### config.mk
export PLATFORM = sky130hd
export DESIGN_NAME = rcc_eth_clk_mon
export DESIGN_NICKNAME = d
export VERILOG_FILES = /design/src/rtl/rcc_eth_clk_mon.sv
export SDC_FILE = /design/constraint.sdc
export NUM_CORES = 1
export LEC_CHECK = 0
export ABC_CLOCK_PERIOD_IN_PS = 10000
export BUFFER_PORTS_ARGS = -buffer_cell sky130_fd_sc_hd__buf_2
export CAP_MARGIN = 10
export CELL_PAD_IN_SITES_DETAIL_PLACEMENT = 1
export CELL_PAD_IN_SITES_GLOBAL_PLACEMENT = 1
export CORE_MARGIN = 2
export CORE_UTILIZATION = 40
export CTS_CLUSTER_DIAMETER = 60
export DETAILED_ROUTE_END_ITERATION = 7
export PLACE_DENSITY_LB_ADDON = 0.3
export SYNTH_ARGS = -nofsm -noshare
export SYNTH_HDL_FRONTEND = slang
export SYNTH_SLANG_ARGS = --single-unit
### constraint.sdc
create_clock -name clk -period 10 [get_ports clk]
set_clock_uncertainty 0.1 [all_clocks]
set_input_delay 1 -clock clk [delete_from_list [all_inputs] [get_ports clk]]
set_output_delay 1 -clock clk [all_outputs]
set_load 0.1 [all_outputs]
### src/rtl/rcc_eth_clk_mon.sv
// Ethernet kernel clock monitor: counts mon_clk rising edges over a window of
// reference clk cycles and flags a missing or off-frequency monitored clock.
module rcc_eth_clk_mon #(
    parameter int CNT_W   = 16,
    parameter int REC_WIN = 2
) (
    input  logic             clk,
    input  logic             rst_n,
    input  logic             mon_clk,
    input  logic             mon_en,
    input  logic [CNT_W-1:0] win_len,
    input  logic [CNT_W-1:0] cnt_min,
    input  logic [CNT_W-1:0] cnt_max,
    input  logic [2:0]       fail_thr,
    output logic [CNT_W-1:0] meas_cnt,
    output logic             meas_vld,
    output logic             clk_fail
);

    localparam int               GW       = (REC_WIN < 2) ? 1 : $clog2(REC_WIN + 1);
    localparam logic [GW-1:0]    GOOD_SAT = GW'(REC_WIN);
    localparam logic [CNT_W-1:0] ONE      = CNT_W'(1);

    typedef enum logic [1:0] {
        IDLE,
        SETTLE,
        MEASURE,
        EVAL
    } state_t;

    state_t           state_q, state_d;
    logic             sync1_q, sync2_q, hist_q;
    logic [1:0]       settle_q, settle_d;
    logic [CNT_W-1:0] win_cnt_q, win_cnt_d;
    logic [CNT_W-1:0] edge_cnt_q, edge_cnt_d;
    logic [2:0]       bad_q, bad_d;
    logic [GW-1:0]    good_q, good_d;
    logic             fail_q, fail_d;
    logic [CNT_W-1:0] meas_cnt_q, meas_cnt_d;
    logic             meas_vld_q, meas_vld_d;
    logic [CNT_W-1:0] cfg_win_q, cfg_win_d;
    logic [CNT_W-1:0] cfg_min_q, cfg_min_d;
    logic [CNT_W-1:0] cfg_max_q, cfg_max_d;
    logic [2:0]       cfg_thr_q, cfg_thr_d;

    logic             edge_det;
    logic             win_last;
    logic             win_good;
    logic [CNT_W-1:0] w_eff;
    logic [2:0]       thr_eff;
    logic [2:0]       bad_nxt;
    logic [GW-1:0]    good_nxt;

    // mon_clk is asynchronous to clk; hist_q turns the synchronized level into a rising-edge strobe.
    // NOTE: every flop uses non-blocking assignment so all registers update from pre-edge values.
    always_ff @(posedge clk or negedge rst_n) begin
        if (!rst_n) begin
            sync1_q <= 1'b0;
            sync2_q <= 1'b0;
            hist_q  <= 1'b0;
        end else begin
            sync1_q <= mon_clk;
            sync2_q <= sync1_q;
            hist_q  <= sync2_q;
        end
    end

    assign edge_det = sync2_q & ~hist_q;
    assign w_eff    = (cfg_win_q == '0) ? ONE : cfg_win_q;
    assign thr_eff  = (cfg_thr_q == 3'd0) ? 3'd1 : cfg_thr_q;
    assign win_last = (win_cnt_q == w_eff - ONE);
    assign win_good = (edge_cnt_q >= cfg_min_q) && (edge_cnt_q <= cfg_max_q);
    assign bad_nxt  = (bad_q == 3'd7) ? bad_q : bad_q + 3'd1;
    assign good_nxt = (good_q >= GOOD_SAT) ? good_q : good_q + GW'(1);

    // NOTE: every next-state signal is defaulted first, so no path can infer a latch.
    always_comb begin
        state_d    = state_q;
        settle_d   = settle_q;
        win_cnt_d  = win_cnt_q;
        edge_cnt_d = edge_cnt_q;
        bad_d      = bad_q;
        good_d     = good_q;
        fail_d     = fail_q;
        meas_cnt_d = meas_cnt_q;
        meas_vld_d = 1'b0;
        cfg_win_d  = cfg_win_q;
        cfg_min_d  = cfg_min_q;
        cfg_max_d  = cfg_max_q;
        cfg_thr_d  = cfg_thr_q;

        if (!mon_en) begin
            state_d    = IDLE;
            settle_d   = 2'd0;
            win_cnt_d  = '0;
            edge_cnt_d = '0;
            bad_d      = 3'd0;
            good_d     = '0;
            fail_d     = 1'b0;
        end else begin
            unique case (state_q)
                IDLE: begin
                    state_d   = SETTLE;
                    cfg_win_d = win_len;
                    cfg_min_d = cnt_min;
                    cfg_max_d = cnt_max;
                    cfg_thr_d = fail_thr;
                end
                SETTLE: begin
                    if (settle_q == 2'd3) begin
                        state_d  = MEASURE;
                        settle_d = 2'd0;
                    end else begin
                        settle_d = settle_q + 2'd1;
                    end
                end
                MEASURE: begin
                    edge_cnt_d = edge_cnt_q + CNT_W'(edge_det);
                    if (win_last) begin
                        state_d   = EVAL;
                        win_cnt_d = '0;
                    end else begin
                        win_cnt_d = win_cnt_q + ONE;
                    end
                end
                EVAL: begin
                    state_d    = MEASURE;
                    meas_cnt_d = edge_cnt_q;
                    meas_vld_d = 1'b1;
                    // An edge seen during EVAL belongs to the window that starts next.
                    edge_cnt_d = CNT_W'(edge_det);
                    if (win_good) begin
                        bad_d  = 3'd0;
                        good_d = good_nxt;
                        if (good_nxt >= GOOD_SAT) fail_d = 1'b0;
                    end else begin
                        good_d = '0;
                        bad_d  = bad_nxt;
                        if (bad_nxt >= thr_eff) fail_d = 1'b1;
                    end
                end
                default: state_d = IDLE;
            endcase
        end
    end

    always_ff @(posedge clk or negedge rst_n) begin
        if (!rst_n) begin
            state_q    <= IDLE;
            settle_q   <= 2'd0;
            win_cnt_q  <= '0;
            edge_cnt_q <= '0;
            bad_q      <= 3'd0;
            good_q     <= '0;
            fail_q     <= 1'b0;
            meas_cnt_q <= '0;
            meas_vld_q <= 1'b0;
            cfg_win_q  <= '0;
            cfg_min_q  <= '0;
            cfg_max_q  <= '0;
            cfg_thr_q  <= 3'd0;
        end else begin
            state_q    <= state_d;
            settle_q   <= settle_d;
            win_cnt_q  <= win_cnt_d;
            edge_cnt_q <= edge_cnt_d;
            bad_q      <= bad_d;
            good_q     <= good_d;
            fail_q     <= fail_d;
            meas_cnt_q <= meas_cnt_d;
            meas_vld_q <= meas_vld_d;
            cfg_win_q  <= cfg_win_d;
            cfg_min_q  <= cfg_min_d;
            cfg_max_q  <= cfg_max_d;
            cfg_thr_q  <= cfg_thr_d;
        end
    end

    assign meas_cnt = meas_cnt_q;
    assign meas_vld = meas_vld_q;
    assign clk_fail = fail_q;

endmodule

# Word level (Yosys, flattened, before mapping)
# Index checks and enable logic that the tools add are counted.
[word_totals]
register_bits = 113
latch_bits = 0
ramBits = 0
mem_bits_ro = 0
in_bits = 55
out_inout_bits = 18
wordCells = 80
memories = 0
[classes]
add_sub_neg = 6
n_mul = 0
div_mod_pow = 0
order_cmp = 5
n_eq_ne = 14
n_shift = 0
muxes = 29
bitwise_logic = 2
reduce_logical = 8
[op_table]
columns = ["op", "count"]
rows = [
  ["2-to-1 mux 16 bit", 5],
  ["one-hot mux 16 bit (2 select lines)", 1],
  ["2-to-1 mux 2 bit", 10],
  ["adder 16 x 1 -> 16 bit", 1],
  ["adder 16 x 1 -> 16 bit (second input constant)", 1],
  ["equality test 16 bit", 1],
  [">= comparator 16 bit", 1],
  ["<= comparator 16 bit", 1],
  ["zero test 16 bit", 1],
  ["subtractor 16 x 1 -> 16 bit (second input constant)", 1],
  ["2-to-1 mux 3 bit", 5],
  ["one-hot mux 2 bit (4 select lines)", 1],
  ["2-to-1 mux 1 bit", 7],
  ["equality test 2 bit (second input constant)", 3],
  ["inequality test 2 x 1 -> 1 bit (second input constant)", 3],
  ["inequality test 3 x 1 -> 1 bit (second input constant)", 2],
  ["inequality test 3 bit (second input constant)", 2],
  ["AND reduction 2 bit", 3],
  ["adder 2 x 1 -> 2 bit (second input constant)", 2],
  [">= comparator 2 bit (second input constant)", 2],
  ["adder 3 x 1 -> 3 bit (second input constant)", 1],
  ["equality test 3 bit (second input constant)", 1],
  [">= comparator 3 bit", 1],
  ["zero test 3 bit", 1],
  ["7 further kinds", 7],
]

# Longest topological paths before layout
[depth]
word_depth = 7
ltp_mapped = 14
ltp_nobuf = 12

# Worst setup path after synthesis
# No wires, ideal clock.
[synth_timing]
kind = "register -> register"
from = "register cfg_win_q[0]"
to = "register win_cnt_q[8]"
arrival_time_ns = 3.027
setup_slack_ns = 6.731
stages_incl_launch_ff = 14
path_cell_list = "dfrtp_1 nor4_4 nand3_4 nor2_1 nor2_1 ha_1 nor3b_1 nand3b_1 mux2i_1 a21oi_1 or4_4 nor4_4 buf_6 nor3_1"
[synth_between]
elab_chain_cells = 7
[synth_rtl]
columns = ["element", "line_no", "rtl"]
rows = [
  ["from (decl)", "41", "logic [CNT_W-1:0] cfg_win_q, cfg_win_d;"],
  ["from (signal assigned)", "172", "cfg_win_q <= cfg_win_d;"],
  ["zero test 16 bit", "69", "assign w_eff = (cfg_win_q == '0) ? ONE : cfg_win_q;"],
  ["2-to-1 mux 16 bit *", "69", ""],
  ["subtractor 16 x 1 -> 16 bit *", "71", "assign win_last = (win_cnt_q == w_eff - ONE);"],
  ["equality test 16 bit *", "71", ""],
  ["2-to-1 mux 16 bit *", "119", "if (win_last) begin"],
  ["2-to-1 mux 16 bit *", "101", "unique case (state_q)"],
  ["2-to-1 mux 16 bit *", "92", "if (!mon_en) begin"],
  ["to (signal assigned)", "165", "win_cnt_q <= win_cnt_d;"],
  ["to (decl)", "34", "logic [CNT_W-1:0] win_cnt_q, win_cnt_d;"],
]
# Every way passes the cells marked *; elsewhere a longest branch is shown, timed or not. The select of a mux whose other input is x is not followed.
# A chain may end at the register's enable or synchronous reset.

# Worst setup path after layout
[layout_timing]
from = "register cfg_win_q[0]"
to = "register win_cnt_q[6]"
# Same word-level chain as after synthesis.

==> impl_metrics.toml <==
[outcome]
status = "finished, final reports clean"

[pwr]
sw_frac_of_total_pct = 26.0
ir_drop_mv = 0.126
seq_power_share_pct = 39.9
intPower_mw = 0.974
pwr-share-comb_pct = 12.8
p_clk_share_pct = 47.3
pwr_density_cell_nw_per_um2 = 180
switchingPower_mw = 0.342
p_leak_nw = 3.47

[die]
die_y_um = 128
initial_core_util_pct = 40.8
core_area_um2 = 15100
pin_count = 73
num_rows = 45
dieWidth_um = 128
die_area_um2 = 16500

[run]
maxCapViolCount = 0

[clock_tree]
cts_tree = "yes"
cts_max_level = 4
cts_setup_buffers = 0
ctsHoldBuffers = 0
ctsRootBufferMaster = "clkbuf_16"
clk_pin_slew_worst_paths_ns = 0.06
numCtsBuffers = 17
clock_path_buffers = 2
insertion_delay_ns = 0.42
postCtsResizedCells = 0
clock_sinks = 113

[sta]
finalHoldViolCount = 0
maxSlewViolCount = 0
period_minus_slack_ns = 4.04
fmax_mhz = 247
max_slew_margin_pct = 23.2
tightest_slew_ns = 1.15
timing.setup.tns_ns = 0
fin_ws_ns = 5.96
grt_setup_unrepaired = "no"
min_period_over_period_pct = 40.4
setup_violations = 0

[route]
drt-pass1-iter-count = 4
routed_via_density = 5.41
route.detailed.drc = 0
routedWlPerCell_um = 17.9
via_count = 4804
postRouteAntennaNets = 0
route.final.wire_length_um = 15900
drtIter0Drc = 195

[logic_synthesis]
synth_cell_types = 60
ys.flop_type = "dfrtp_1"
avgSynthCellArea_um2 = 10.0
seq_area_frac_synth_pct = 45.7
ys_ff_latch = 113
syn_area_um2 = 6180
syn-instance-count = 618
async_flop_share_pct = 100
ys_warn_count = 0
synth_edf_count = 0
syn_nets = 716

[layout]
fin_nets = 785
layout_common_cells = "dfrtp_1 (113), buf_2 (71), nand2_1 (68)"
n_antenna_cell = 0
finish.utilization_pct = 48.3
syn_to_final_growth_pct = 18.3
n_fill_cell = 1697
mostFrequentLayoutCell = "dfrtp_1"
layout-drive-gt1-share_pct = 21.7

[setup_path]
critPathLaunchType = "register"
crit_path_end_kind = "register"
setup.worst_path.class = "register to register"
worstPathMaxFanout = 14
arrival_ns = 4.20
worstPathRequired_ns = 10.15

[global_routing]
grt_overflow = 0
grt_pass1_wl_um = 26500
antenna_found_initial = 0
grt_max_degree = 58
grt_use_total_pct = 20.7
grt_pass1_vias = 5148

[place]
io_buffers = 72
dp_slack_ns = 5.98
hpwlAfterDp_um = 11300
place_congestion = 0.857

[min_path]
hp-class = "register to register"
[sequential cells by signal, indices dropped and copies added, names as in the netlist]
name,count
cfg_win_q,16
settle_q,2
sync2_q,1
cfg_max_q,16
bad_q,3
edge_cnt_q,16
win_cnt_q,16
sync1_q,1
cfg_thr_q,3
clk_fail,1
meas_vld,1
hist_q,1
state_q,2
good_q,2
meas_cnt,16
cfg_min_q,16
[through the flow]
step	hold WS, ns	total power [mW]	area (um2)	std cells
2_1_floorplan	0.231	0.640	6180	618
3_3_place_gp	0.236	0.689	6700	856
3_5_place_dp	0.240	0.701	6700	856
4_1_cts	0.252	1.33	7310	888
5_1_grt	0.259	1.38	7310	888
6_report	0.249	1.32	7310	888
[synthesized netlist by cell type, drive strengths merged (2+ instances only)]
library cell  count  area share (%)
dfrtp           113              46
nand2            68             4.1
o21ai            48             3.9
ha               43             8.7
inv              43             2.6
nor2             33             2.0
mux2             30             5.5
xor2             24             3.4
a21oi            20             1.6
clkbuf           20             1.2
nor3             20             2.0
xnor2            19             2.7
nand3            16             1.5
nand4            15             1.5
and3             10             1.0
and2              8            0.81
nand2b            8            0.81
a21o              7            0.85
nor4              7             1.4
mux2i             5            0.81
nor2b             5            0.51
a31oi             4            0.40
buf               4            0.36
o31ai             4            0.49
o32ai             4            0.57
a211oi            3            0.36
a32o              3            0.49
o21a              3            0.36
o22ai             3            0.30
or2               3            0.30
nand3b            2            0.24
nor3b             2            0.24
o41ai             2            0.40
or4               2            0.32
[power by group through the flow]
stage | logic (mW) | clock network (mW) | registers, mW
after floorplan | 0.115 | 0 | 0.525
after global routing | 0.191 | 0.657 | 0.531
after CTS | 0.172 | 0.636 | 0.525
after global placement | 0.160 | 0 | 0.530
after detailed placement | 0.169 | 0 | 0.532
final | 0.169 | 0.623 | 0.525
[final timing paths]
| kind | cells past startpoint | start | slack [ns] | endpoint |
|---|---|---|---|---|
| min | 0 | sync1_q | 0.25 | sync2_q |
| max reg2reg | 12 | cfg_win_q[0] | 5.96 | win_cnt_q[6] |
| max in group asynchronous | 2 | rst_n | 8.01 | edge_cnt_q[2] |
| min reg2reg | 0 | sync1_q | 0.25 | sync2_q |
| max | 12 | cfg_win_q[0] | 5.96 | win_cnt_q[6] |
| min in group asynchronous | 1 | rst_n | 0.54 | meas_cnt[6] |
[layer usage]
layer / global-route usage (%) / vias to the layer above / routed length, um
met5: 0 / - / 0
met2: 35.6 / 78 / 7920
met3: 4.76 / 21 / 571
li1: - / 2301 / -
met1: 26.1 / 2404 / 7170
met4: 6.08 / 0 / 221
[final cells by class]
type / count / area, um2 / share of cell area, %
Clock inverter: 10 / 133 / 1.81
Timing Repair Buffer: 74 / 378 / 5.17
Tap cell: 188 / 235 / 3.22
Multi-Input combinational cell: 437 / 3100 / 42.4
Sequential cell: 113 / 2830 / 38.7
Inverter: 44 / 165 / 2.26
Clock buffer: 22 / 474 / 6.49
[critical path, cell delays in order (launching register included)]
cell and delay, ns:
dfrtp_1 0.48, nor4_4 0.49, nand3_4 0.19, nor2_1 0.20
nor2_1 0.07, ha_1 0.24, nor3b_1 0.21, nand3b_1 0.14
mux2i_1 0.21, a21oi_1 0.09, or4_4 0.54, nor4_4 0.80
nor3_1 0.11
[kinds of logic after synthesis]
family / Yosys count / share of synthesized area [%]
fa+ha+maj: 43 / 8.70
mux: 35 / 6.28
xor+xnor: 43 / 6.09
buf+inv: 68 / 4.27
compound gates: 113 / 11.5
simple gates: 203 / 17.4
flops: 113 / 45.7
No activity file was read; power rests on OpenSTA's default activity.
